**src/rtl/audio_pkg.sv**
```systemverilog
// rtl/audio_pkg.sv - shared audio sample types and I2S framing constants
package audio_pkg;

    localparam int AUDIO_SAMPLE_W   = 16;
    localparam int AUDIO_I2S_SLOT_W = 32;

    typedef logic signed [AUDIO_SAMPLE_W-1:0] audio_sample_t;

    typedef struct packed {
        audio_sample_t l;
        audio_sample_t r;
    } audio_stereo_t;

endpackage

```
**src/rtl/audio_i2s_clkgen.sv**
```systemverilog
// rtl/audio_i2s_clkgen.sv - divides clk down to an I2S bit clock and flags its falling edges
module audio_i2s_clkgen #(
    parameter int HALF_DIV = 4
) (
    input  logic clk,
    input  logic reset,
    output logic sclk,
    output logic fall
);

    localparam int CW = (HALF_DIV > 1) ? $clog2(HALF_DIV) : 1;

    logic [CW-1:0] div_cnt;
    logic          tc;

    assign tc   = (div_cnt == CW'(HALF_DIV - 1));
    // Strobe is true in the cycle whose closing edge takes sclk from 1 to 0.
    assign fall = tc & sclk;

    always_ff @(posedge clk) begin
        if (reset) begin
            div_cnt <= '0;
            sclk    <= 1'b0;
        end else if (tc) begin
            div_cnt <= '0;
            sclk    <= ~sclk;
        end else begin
            div_cnt <= div_cnt + 1'b1;
        end
    end

endmodule

```
**src/rtl/audio_i2s_tx.sv**
```systemverilog
// rtl/audio_i2s_tx.sv - one-deep stereo holding register feeding a Philips I2S master serializer
module audio_i2s_tx
    import audio_pkg::*;
#(
    parameter int SAMPLE_WIDTH  = AUDIO_SAMPLE_W,
    parameter int SLOT_WIDTH    = AUDIO_I2S_SLOT_W,
    parameter int SCLK_HALF_DIV = 4
) (
    input  logic                    clk,
    input  logic                    reset,
    input  logic [SAMPLE_WIDTH-1:0] sample_l,
    input  logic [SAMPLE_WIDTH-1:0] sample_r,
    input  logic                    sample_valid,
    output logic                    sample_ready,
    output logic                    i2s_sclk,
    output logic                    i2s_lrck,
    output logic                    i2s_sdata,
    output logic                    underrun,
    output logic                    overrun
);

    localparam int FRAME_W = 2 * SLOT_WIDTH;
    localparam int BW      = $clog2(FRAME_W);

    logic                    fall;
    logic                    load;
    logic                    full;
    logic                    full_nxt;
    logic [BW-1:0]           bit_cnt;
    logic [BW-1:0]           bit_nxt;
    logic [BW-1:0]           slot_pos;
    logic [SAMPLE_WIDTH-1:0] hold_l, hold_r;
    logic [SAMPLE_WIDTH-1:0] cur_l, cur_r;
    logic [SAMPLE_WIDTH-1:0] frame_l, frame_r;
    logic [SAMPLE_WIDTH-1:0] word;
    logic [SAMPLE_WIDTH-1:0] shifted;
    logic                    next_bit;

    audio_i2s_clkgen #(
        .HALF_DIV (SCLK_HALF_DIV)
    ) u_clkgen (
        .clk   (clk),
        .reset (reset),
        .sclk  (i2s_sclk),
        .fall  (fall)
    );

    assign load    = fall && (bit_cnt == '0);
    assign bit_nxt = (bit_cnt == BW'(FRAME_W - 1)) ? '0 : bit_cnt + 1'b1;

    // A write always leaves the register full, even when a load drains it on the same edge.
    assign full_nxt = sample_valid ? 1'b1 : (load ? 1'b0 : full);

    // Pair that will be on the wire after this edge; an empty load keeps the previous frame.
    assign frame_l = (load && full) ? hold_l : cur_l;
    assign frame_r = (load && full) ? hold_r : cur_r;

    // The bit driven at the new count b is frame bit b-1, which is the current bit_cnt.
    // Shifting past the sample width naturally yields the zero padding.
    always_comb begin
        slot_pos = bit_cnt;
        word     = frame_l;
        if (bit_cnt >= BW'(SLOT_WIDTH)) begin
            slot_pos = bit_cnt - BW'(SLOT_WIDTH);
            word     = frame_r;
        end
        shifted  = word << slot_pos;
        next_bit = shifted[SAMPLE_WIDTH-1];
    end

    always_ff @(posedge clk) begin
        if (reset) begin
            bit_cnt      <= '0;
            i2s_lrck     <= 1'b0;
            i2s_sdata    <= 1'b0;
            underrun     <= 1'b0;
            overrun      <= 1'b0;
            full         <= 1'b0;
            sample_ready <= 1'b1;
            hold_l       <= '0;
            hold_r       <= '0;
            cur_l        <= '0;
            cur_r        <= '0;
        end else begin
            underrun     <= load && !full;
            overrun      <= sample_valid && full && !load;
            full         <= full_nxt;
            sample_ready <= !full_nxt;
            if (fall) begin
                bit_cnt   <= bit_nxt;
                i2s_lrck  <= (bit_nxt >= BW'(SLOT_WIDTH));
                i2s_sdata <= next_bit;
            end
            if (load && full) begin
                cur_l <= hold_l;
                cur_r <= hold_r;
            end
            if (sample_valid) begin
                hold_l <= sample_l;
                hold_r <= sample_r;
            end
        end
    end

endmodule

```
**config.mk**
```make
export PLATFORM = sky130hd
export DESIGN_NAME = audio_i2s_tx
export DESIGN_NICKNAME = d
export VERILOG_FILES = /design/src/rtl/audio_pkg.sv /design/src/rtl/audio_i2s_clkgen.sv /design/src/rtl/audio_i2s_tx.sv
export SDC_FILE = /design/constraint.sdc
export NUM_CORES = 1
export LEC_CHECK = 0
export BUFFER_PORTS_ARGS = -buffer_cell sky130_fd_sc_hd__clkbuf_2
export CORE_ASPECT_RATIO = 0.5
export CORE_MARGIN = 2
export CORE_UTILIZATION = 52
export DETAILED_ROUTE_END_ITERATION = 16
export PLACE_DENSITY = 0.78
export SLEW_MARGIN = 30
export SYNTH_ARGS = -nofsm -noshare
export SYNTH_HDL_FRONTEND = slang
export SYNTH_HIERARCHICAL = 1
export SYNTH_SLANG_ARGS = --single-unit
export TNS_END_PERCENT = 30
```
**constraint.sdc**
```tcl
create_clock -name clk -period 2.2 [get_ports clk]
set_input_delay 0 -clock clk [delete_from_list [all_inputs] [get_ports clk]]
set_output_delay 0 -clock clk [all_outputs]
set_load 0.03 [all_outputs]
```
==> summary.txt, run 1 <==
Status = finished clean
Clock Skews = 0.00907 ns
Worst r2r dst = i2s_sdata
Syn Inst Count = 378
Dpl ws = 0.0456 ns
Mean Syn Cell Area = 8.85 um2
Setup TNS = 0 ns
Final core occ = 0.709
Lkg Pwr = 1.82 nW
Tcrit/Tclk final = 0.951
Mapped cell area = 3340 um2
XOR/XNOR Fraction of Synth Area = 0.00786
CP Launch Type = register
Final worst slack = 0.107 ns
Pins Over Slew Limit = 0
Total GRT Usage = 0.247
DR WL/cell = 15.2 um
Clock sink count = 79
Unrepaired setup endpoints after global routing = no
Nets = 488
Slew @ Worst Pin = 0.742 ns
Top-area cell type share of the netlist area = 0.473
Iteration-0 DRC Markers = 234
WS Path Type = reg -> reg
Slowest CP cell = or4b_4
Crit-path cells = ha_2, and2_4, or4b_4, o31ai_4, a31oi_1, o22ai_1, a32oi_1, a21o_1
Most frequent cell after synthesis = dfxtp_1
Clock Root Buffer = clkbuf_16
Synth cell types = 47
Worst Hold End = hold_l[2]
Synth cell count leaders = 79 x dfxtp_1, 57 x nand2_1, 50 x nor2_1, 44 x mux2i_1, 39 x a21oi_1
# rows = 20
Post-synthesis simple-gate area fraction = 0.196
Design area = 4350 um2
Total wire length = 8280 um
Final min period = 2.09 ns
Post CTS Setup Buffer Count = 0
Post-synthesis compound-gate area fraction = 0.120
Overall die height = 60.7 um
Seq/Total Area, Yosys = 0.473
Clock latency on the worst-skew pair = 0.34 ns
Initial antenna violation count = 0
Number of routed nets with antenna violations = 0
Hpwl dp = 5440 um
Drc violations = 0
Hold Slack = 0.188 ns
Largest area contributor in the netlist = dfxtp_1
Ant. Diodes = 0
H-tree Lvls = 3
Post-synth EDFFs = 0
Layout cells sized above 1 = 0.193
Hold Crit Depth = 3
Top cells by area in the synthesized netlist = dfxtp_1 47%, mux2i_1 13%, nand2_1 6.4%, a21oi_1 5.8%, nor2_1 5.6%
WP data arrival = 2.33 ns
Peak supply drop = 0.541 mV
Pin count of the biggest net entering global routing = 76
Worst-path fanout max = 4
Max-Cap Viols = 0
Largest family of logic cells by synthesized area = simple AND/OR/NAND/NOR gates
Port-buffer cells = 40
Delay of the slowest critical-path stage = 0.51 ns
Core Area = 6130 um2
# setup viols final = 0
Power density of the placed cells = 776 nW/um2
Vias = 2941
Placement Cell Area = 3650 um2
Area growth syn-to-layout = 30.0%
First-pass GRT wire length = 13400 um
Post-Syn Nets = 416
Vias/cell = 5.42
# IOs = 41
Die Area = 7130 um2
Worst reg2reg path startpoint = u_clkgen/div_cnt[0]
Crit path required time = 2.43 ns
Clock transition at path regs = 0.06 ns
Max Fclk = 478 MHz
Setup crit end kind = register
R2R depth = 8
Slew HR = 0.506
Synthesis Warnings = 6
Fraction of registers with async set/reset = 0
Clk buf depth = 2
Synth Area in Adders = 0.0112
Ys flop type = dfxtp_1
#FFs+latches synth = 79
Fillers = 499
Reg-to-reg slack, setup = 0.11 ns
Vias in the first global route = 2675
Initial DRT Pass Iterations = 5
Fin. Hold Viols = 0
Die width = 117 um
Grt total ovfl = 0
Initial Utilization = 0.546
Mux contribution to synthesized area = 0.149
Placer Congestion = 0.879
CTS tree = built
Worst min-delay path category = in -> reg
Min-delay src = sample_valid
CTS Buf Count = 9
-- kinds of logic (layout without fill, tap and decap cells) --
family	Yosys count	after routing
compound gates	65	65
xor+xnor	3	3
fa+ha+maj	3	3
buf+inv	34	111
flops	79	79
mux	48	48
simple gates	146	146
-- layout by cell type (no fill, tap or decap), types with 3 or more instances in the layout --
cell	synthesis	routed
a21oi_1	39	39
and3_1	3	3
buf_4	1	16
clkbuf_16	0	9
clkbuf_2	0	40
dfxtp_1	79	77
dlygate4sd3_1	0	33
inv_1	6	6
mux2_2	3	3
mux2i_1	44	44
nand2_1	57	57
nand2b_1	6	6
nand3_1	10	9
nor2_1	50	50
nor3_1	3	3
o21ai_0	7	6
-- what timing repair did --
item	CTS	global route
hold endpoints to repair	34	0
endpoints found under the setup margin	0	1
hold buffers	33	0
resized for setup	0	10
-- worst max path at each step --
stage / end / from / slack, ns
final: i2s_sdata / u_clkgen/div_cnt[0] / 0.11
after global routing: i2s_sdata / u_clkgen/div_cnt[0] / 0.01
after CTS: i2s_sdata / u_clkgen/div_cnt[0] / 0.03
after detailed placement: i2s_sdata / u_clkgen/div_cnt[0] / 0.05
after global placement: i2s_sdata / u_clkgen/div_cnt[0] / 0.09
after floorplan: i2s_sdata / bit_cnt[0] / 0.10
-- routing by layer --
layer | part of all wire | GRT usage
met1 | 0.47 | 0.320
met2 | 0.47 | 0.414
met3 | 0.047 | 0.0724
met4 | 0.011 | 0.0792
met5 | 0 | 0
-- critical path: cells and delay by family (launching register included) --
family / cells / cell delay, ns
AO/OA/AOI/OAI: 5 / 0.81
AND/OR/NAND/NOR: 2 / 0.68
flip-flops: 1 / 0.33
adder cells (fa/ha/maj): 1 / 0.18
-- final cells by class --
type,instances,area [um2],area share
Inverter,6,22.5,0.00518
Sequential cell,79,1580,0.364
Clock buffer,11,253,0.0581
Tap cell,88,110,0.0253
Timing Repair Buffer,89,651,0.150
Multi-Input combinational cell,265,1640,0.378
Clock inverter,5,86.3,0.0199
-- sequential cells by signal, summed over array words and instances, names as in the netlist, 2 cells and up --
name / count
cur_r: 16
cur_l: 16
u_clkgen/div_cnt: 2
hold_r: 16
hold_l: 16
bit_cnt: 6
-- power breakdown --
| group | internal, W | switching [W] | total [W] |
|---|---|---|---|
| clock network | 0.00106 | 0.000587 | 0.00165 |
| registers | 0.00148 | 0.0000267 | 0.00150 |
| logic | 0.000117 | 0.000103 | 0.000220 |
| total | 0.00266 | 0.000717 | 0.00337 |
-- metrics by stage --
| stage | total power, W | instances |
|---|---|---|
| 2_1_floorplan | 0.00164 | 378 |
| 3_3_place_gp | 0.00169 | 494 |
| 3_5_place_dp | 0.00170 | 494 |
| 4_1_cts | 0.00339 | 543 |
| 5_1_grt | 0.00349 | 543 |
| 6_report | 0.00337 | 543 |
(Power assumes the default switching activity.)
==> run 2: changes to the inputs <==
- ABC_AREA: default -> 1
- SYNTH_HIERARCHICAL: 1 -> default
==> summary.txt, run 2 <==
Status = finished clean
H-tree Lvls = 3 (unchanged)
Total GRT Usage = 0.262 (+0.0148)
Top cells by area in the synthesized netlist = dfxtp_1 45%, nand3_1 11%, nand2_1 8.0%, inv_1 6.8%, nor2_1 5.9%
Slew HR = 0.479 (-0.0265)
Post-synth EDFFs = 0 (unchanged)
Number of routed nets with antenna violations = 0 (unchanged)
Clock Root Buffer = clkbuf_16
Worst-path fanout max = 24 (+20)
Lkg Pwr = 1.95 nW (+6.9%)
Mapped cell area = 3510 um2 (+5.1%)
Final min period = 2.05 ns (-0.0477 ns)
Pins Over Slew Limit = 0 (unchanged)
First-pass GRT wire length = 15300 um (+14%)
# rows = 21 (+5.0%)
Worst reg2reg path startpoint = u_clkgen.div_cnt[0]
Port-buffer cells = 40 (unchanged)
Iteration-0 DRC Markers = 316 (+35%)
Hpwl dp = 5740 um (+5.6%)
CTS Buf Count = 9 (unchanged)
Crit path required time = 2.44 ns (about the same)
Die width = 120 um (+2.4%)
#FFs+latches synth = 79 (unchanged)
Die Area = 7470 um2 (+4.8%)
Initial DRT Pass Iterations = 5 (unchanged)
Syn Inst Count = 487 (+29%)
Clk buf depth = 2 (unchanged)
Clock latency on the worst-skew pair = 0.34 ns (about the same)
Clock sink count = 79 (unchanged)
Core Area = 6620 um2 (+8.0%)
Drc violations = 0 (unchanged)
Fin. Hold Viols = 0 (unchanged)
Max-Cap Viols = 0 (unchanged)
Ant. Diodes = 0 (unchanged)
Total power = 0.00313 W (-7.4%)
Post-Syn Nets = 525 (+26%)
Synth cell count leaders = 80 x nand3_1, 79 x dfxtp_1, 75 x nand2_1, 64 x inv_1, 55 x nor2_1
Clock Skews = 0.00430 ns (-0.00477 ns)
Seq/Total Area, Yosys = 0.450 (-0.0227)
Fraction of registers with async set/reset = 0 (unchanged)
Final core occ = 0.672 (-0.0372)
Slew @ Worst Pin = 0.781 ns (+0.0389 ns)
Commonest non-fill, non-tap cell in the layout = nand3_1
Worst min-delay path category = in -> reg
Pin count of the biggest net entering global routing = 42 (-45%)
Unrepaired setup endpoints after global routing = no
WP data arrival = 2.28 ns (-0.05 ns)
Initial Utilization = 0.531 (-0.0149)
Synthesis Warnings = 0 (-6)
Overall die height = 62.1 um (+2.3%)
WS Path Type = reg -> reg
Clock transition at path regs = 0.06 ns (about the same)
Peak supply drop = 0.379 mV (-30%)
Vias in the first global route = 3307 (+24%)
Most frequent cell after synthesis = nand3_1
Beginning of the critical path = u_clkgen.div_cnt[0]
Vias/cell = 5.17 (-4.6%)
Initial antenna violation count = 0 (unchanged)
Placer Congestion = 0.938 (+6.7%)
Max Fclk = 489 MHz (+2.3%)
Setup TNS = 0 ns (unchanged)
CP Launch Type = register
Nets = 601 (+23%)
Layout cells sized above 1 = 0.166 (-0.0273)
Top-area cell type share of the netlist area = 0.450 (-0.0227)
Area growth syn-to-layout = 26.7%
Tcrit/Tclk final = 0.930 (-0.0217)
Fillers = 565 (+13%)
Ys flop type = dfxtp_1
Total wire length = 9220 um (+11%)
Min-delay src = sample_r[12]
Setup crit end kind = register
CTS tree = built
Highest-count cells in the layout ignoring fill and taps = 80 x nand3_1, 79 x dfxtp_1, 75 x nand2_1
Synth cell types = 28 (-40%)
Power density of the placed cells = 702 nW/um2 (-9.5%)
Grt total ovfl = 0 (unchanged)
# IOs = 41 (unchanged)
Vias = 3401 (+16%)
Mean Syn Cell Area = 7.21 um2 (-18%)
Hold Slack = 0.0364 ns (-0.152 ns)
DR WL/cell = 14.0 um (-8.1%)
# setup viols final = 0 (unchanged)
Largest area contributor in the netlist = dfxtp_1
[run 2: cell count changes after synthesis, sizes merged, moves of 9 or more]
cell	before	now
a21oi	39	30
nand2	57	78
inv	6	66
nand3	10	89
o21ai	7	36
mux2i	44	0
[run 2: critical path, stage by stage, from the launching register on]
cell and delay [ns]:
dfxtp_1 0.33, ha_2 0.21, nand2_2 0.12, clkinv_2 0.09
nand2_4 0.07, nor2_8 0.17, buf_12 0.19, nand3_1 0.12
nand3_1 0.12, nand3_1 0.12, nand3_1 0.10, nand3_1 0.07
nand2_1 0.07, nand2_1 0.04, nand3_1 0.07, nand2_1 0.04
[run 2: layout make-up]
type / instances / area (um2) / share of cell area
multi-input combinational: 312 / 1530 / 0.344
clock buffer: 13 / 260 / 0.0585
tap: 92 / 115 / 0.0259
sequential: 79 / 1580 / 0.355
timing repair buffer: 93 / 698 / 0.157
clock inverter: 1 / 5.00 / 0.00112
inverter: 68 / 258 / 0.0579
[run 2: final timing paths]
| check | to | cells past startpoint | slack, ns |
|---|---|---|---|
| worst max-delay path | i2s_sdata | 15 | 0.15 |
| worst min-delay path | hold_r[12] | 3 | 0.04 |
| worst max register to register | i2s_sdata | 15 | 0.15 |
| worst min register to register | u_clkgen.div_cnt[0] | 1 | 0.43 |
[run 2: power by group]
part           leakage [nW]  switching [W]  internal (W)
clock                 0.132       0.000547      0.000811
combinational          1.17       0.000152      0.000112
sequential            0.646      0.0000190       0.00149
[run 2: cells by family after synthesis]
logic type,Yosys count,synth area share
compound gates,68,0.0983
xor+xnor,1,0.00249
fa+ha+maj,3,0.0107
simple gates,240,0.324
flops,79,0.450
buf+inv,96,0.114
[run 2: metrics by stage]
stage               std cells  area (um2)  worst slack, ns
floorplan                 487        3510            0.394
global route              658        4450         0.000202
CTS                       654        4420            0.146
detailed placement        610        3850            0.169
global placement          610        3850            0.227
finish                    658        4450            0.155
[run 2: layer usage]
layer | routed length, um | track usage
met5 | 0 | 0
met4 | 327 | 0.126
met3 | 642 | 0.0827
met2 | 4190 | 0.406
met1 | 4060 | 0.333
[run 2: repair_timing]
action,4_1_cts,5_1_grt
endpoints found under the hold margin,30,0
setup buffers,0,4
gates resized for setup,0,1
setup endpoints to repair,0,1
hold buffers,30,0
==> run 3: changes to the inputs <==
- SETUP_SLACK_MARGIN: default -> 0.5
- TNS_END_PERCENT: 30 -> default
==> summary.txt, run 3 (synthesis gave the netlist of run 2 again) <==
Commonest non-fill, non-tap cell in the layout = dfxtp_1
Clock Root Buffer = clkbuf_16
Crit-path cells = ha_4, nand2_4, clkinv_4, nand2_8, nor2_8, buf_4, buf_12, nand3_2, nand3_2, nand3_1, nand3_1, nand3_1, nand2_1, nand2_2, nand3_2, nand2_1
Final min period = 2.00 ns (-0.0421 ns)
Slew HR = 0.588 (+0.109)
Vias/cell = 5.75 (+11%)
Status = finished clean
Clock latency on the worst-skew pair = 0.35 ns (about the same)
Iteration-0 DRC Markers = 598 (+89%)
Clock transition at path regs = 0.06 ns (about the same)
Drc violations = 0 (unchanged)
Unrepaired setup endpoints after global routing = yes
Placer Congestion = 0.864 (-7.9%)
Worst-path fanout max = 6 (-75%)
Initial antenna violation count = 0 (unchanged)
# rows = 21 (unchanged)
Setup TNS = 0 ns (unchanged)
Clk buf depth = 2 (unchanged)
Layout cells sized above 1 = 0.289 (+0.123)
Total wire length = 12100 um (+32%)
Buf/Inv on CP = 3 (+1)
Die Area = 7470 um2 (unchanged)
DR WL/cell = 17.9 um (+28%)
Worst min-delay path category = in -> reg
Nets = 617 (+2.7%)
Max Fclk = 499 MHz (+2.1%)
Vias = 3884 (+14%)
Area growth syn-to-layout = 45.3%
Max-Cap Viols = 0 (unchanged)
Pin count of the biggest net entering global routing = 57 (+36%)
Power density of the placed cells = 676 nW/um2 (-3.7%)
Total GRT Usage = 0.312 (+0.0498)
Setup crit end kind = register
Clock Skews = 0.00782 ns (+0.00352 ns)
Port-buffer cells = 40 (unchanged)
# setup viols final = 0 (unchanged)
Slew @ Worst Pin = 0.617 ns (-0.163 ns)
Lkg Pwr = 2.16 nW (+11%)
Initial Utilization = 0.531 (unchanged)
Number of routed nets with antenna violations = 0 (unchanged)
Grt total ovfl = 0 (unchanged)
Highest-count cells in the layout ignoring fill and taps = 74 x dfxtp_1, 71 x nand2_1, 62 x inv_1
CTS tree = built
CTS Buf Count = 9 (unchanged)
Crit path required time = 2.45 ns (about the same)
R2R depth = 16 (+1)
Clock sink count = 79 (unchanged)
Largest delay share family, worst path = simple AND/OR/NAND/NOR gates
Hold Crit Depth = 3 (unchanged)
First-pass GRT wire length = 18100 um (+18%)
Tcrit/Tclk final = 0.911 (-0.0191)
CP Launch Type = register
Ant. Diodes = 0 (unchanged)
# IOs = 41 (unchanged)
Vias in the first global route = 3731 (+13%)
Levels on crit path = 16 (+1)
WP data arrival = 2.25 ns (-0.03 ns)
Hpwl dp = 5680 um (-1.1%)
Hold Slack = 0.00830 ns (-0.0281 ns)
Fin. Hold Viols = 0 (unchanged)
Peak supply drop = 0.500 mV (+32%)
Slowest CP cell = dfxtp_2
Overall die height = 62.1 um (unchanged)
Pins Over Slew Limit = 0 (unchanged)
Delay of the slowest critical-path stage = 0.34 ns (about the same)
H-tree Lvls = 3 (unchanged)
Die width = 120 um (unchanged)
Core Area = 6620 um2 (unchanged)
Initial DRT Pass Iterations = 6 (+1)
WS Path Type = reg -> reg
## run 3: area by class of cell
| class | instances | area, um2 |
|---|---|---|
| clock inverter | 3 | 65.1 |
| sequential | 79 | 1590 |
| timing repair buffer | 109 | 913 |
| tap | 92 | 115 |
| multi-input combinational | 312 | 1890 |
| inverter | 68 | 272 |
| clock buffer | 13 | 260 |
| fill | 406 | 1520 |
## run 3: tightest hold or removal path: cells and delay by family
family	cells	cell delay, ns
compound gates	2	0.23
buf+inv	1	0.08
## run 3: final timing paths
| check | slack, ns | to | startpoint |
|---|---|---|---|
| min | 0.008 | hold_r[7] | sample_r[7] |
| max reg2reg | 0.20 | i2s_sdata | u_clkgen.div_cnt[0] |
| min reg2reg | 0.46 | i2s_lrck | i2s_lrck |
| max | 0.20 | i2s_sdata | u_clkgen.div_cnt[0] |
## run 3: routing by layer
layer  vias to the layer above  wire (um)  GRT usage
li1                       1751          -          -
met1                      1800       4710      0.379
met2                       269       5470      0.508
met3                        64       1390     0.0919
met4                         0        557      0.154
met5                         -          0          0
## run 3: power breakdown
group	internal (W)	switching [W]	total [W]	leakage, nW
logic	0.000121	0.000180	0.000300	1.35
clock network	0.00105	0.000589	0.00164	0.160
registers	0.00149	0.0000227	0.00151	0.648
## run 3: what timing repair did
| action | 4_1_cts | 5_1_grt |
|---|---|---|
| endpoints found under the setup margin | 1 | 3 |
| buffers inserted | 15 | 8 |
| gates cloned | 4 | 0 |
| hold buffers | 31 | 0 |
| pin swaps | 25 | 10 |
| resized for setup | 64 | 20 |
| hold endpoints to repair | 31 | 0 |
## run 3: metrics by stage
| step | total power [W] | util | cells | instance area, um2 | setup slack [ns] |
|---|---|---|---|---|---|
| CTS | 0.00342 | 0.750 | 668 | 4960 | 0.358 |
| finish | 0.00345 | 0.771 | 676 | 5100 | 0.197 |
| detailed placement | 0.00174 | 0.575 | 602 | 3810 | 0.134 |
| global placement | 0.00173 | 0.575 | 602 | 3810 | 0.142 |
| floorplan | 0.00167 | - | 487 | 3530 | 0.501 |
| global route | 0.00355 | 0.771 | 676 | 5100 | 0.0989 |
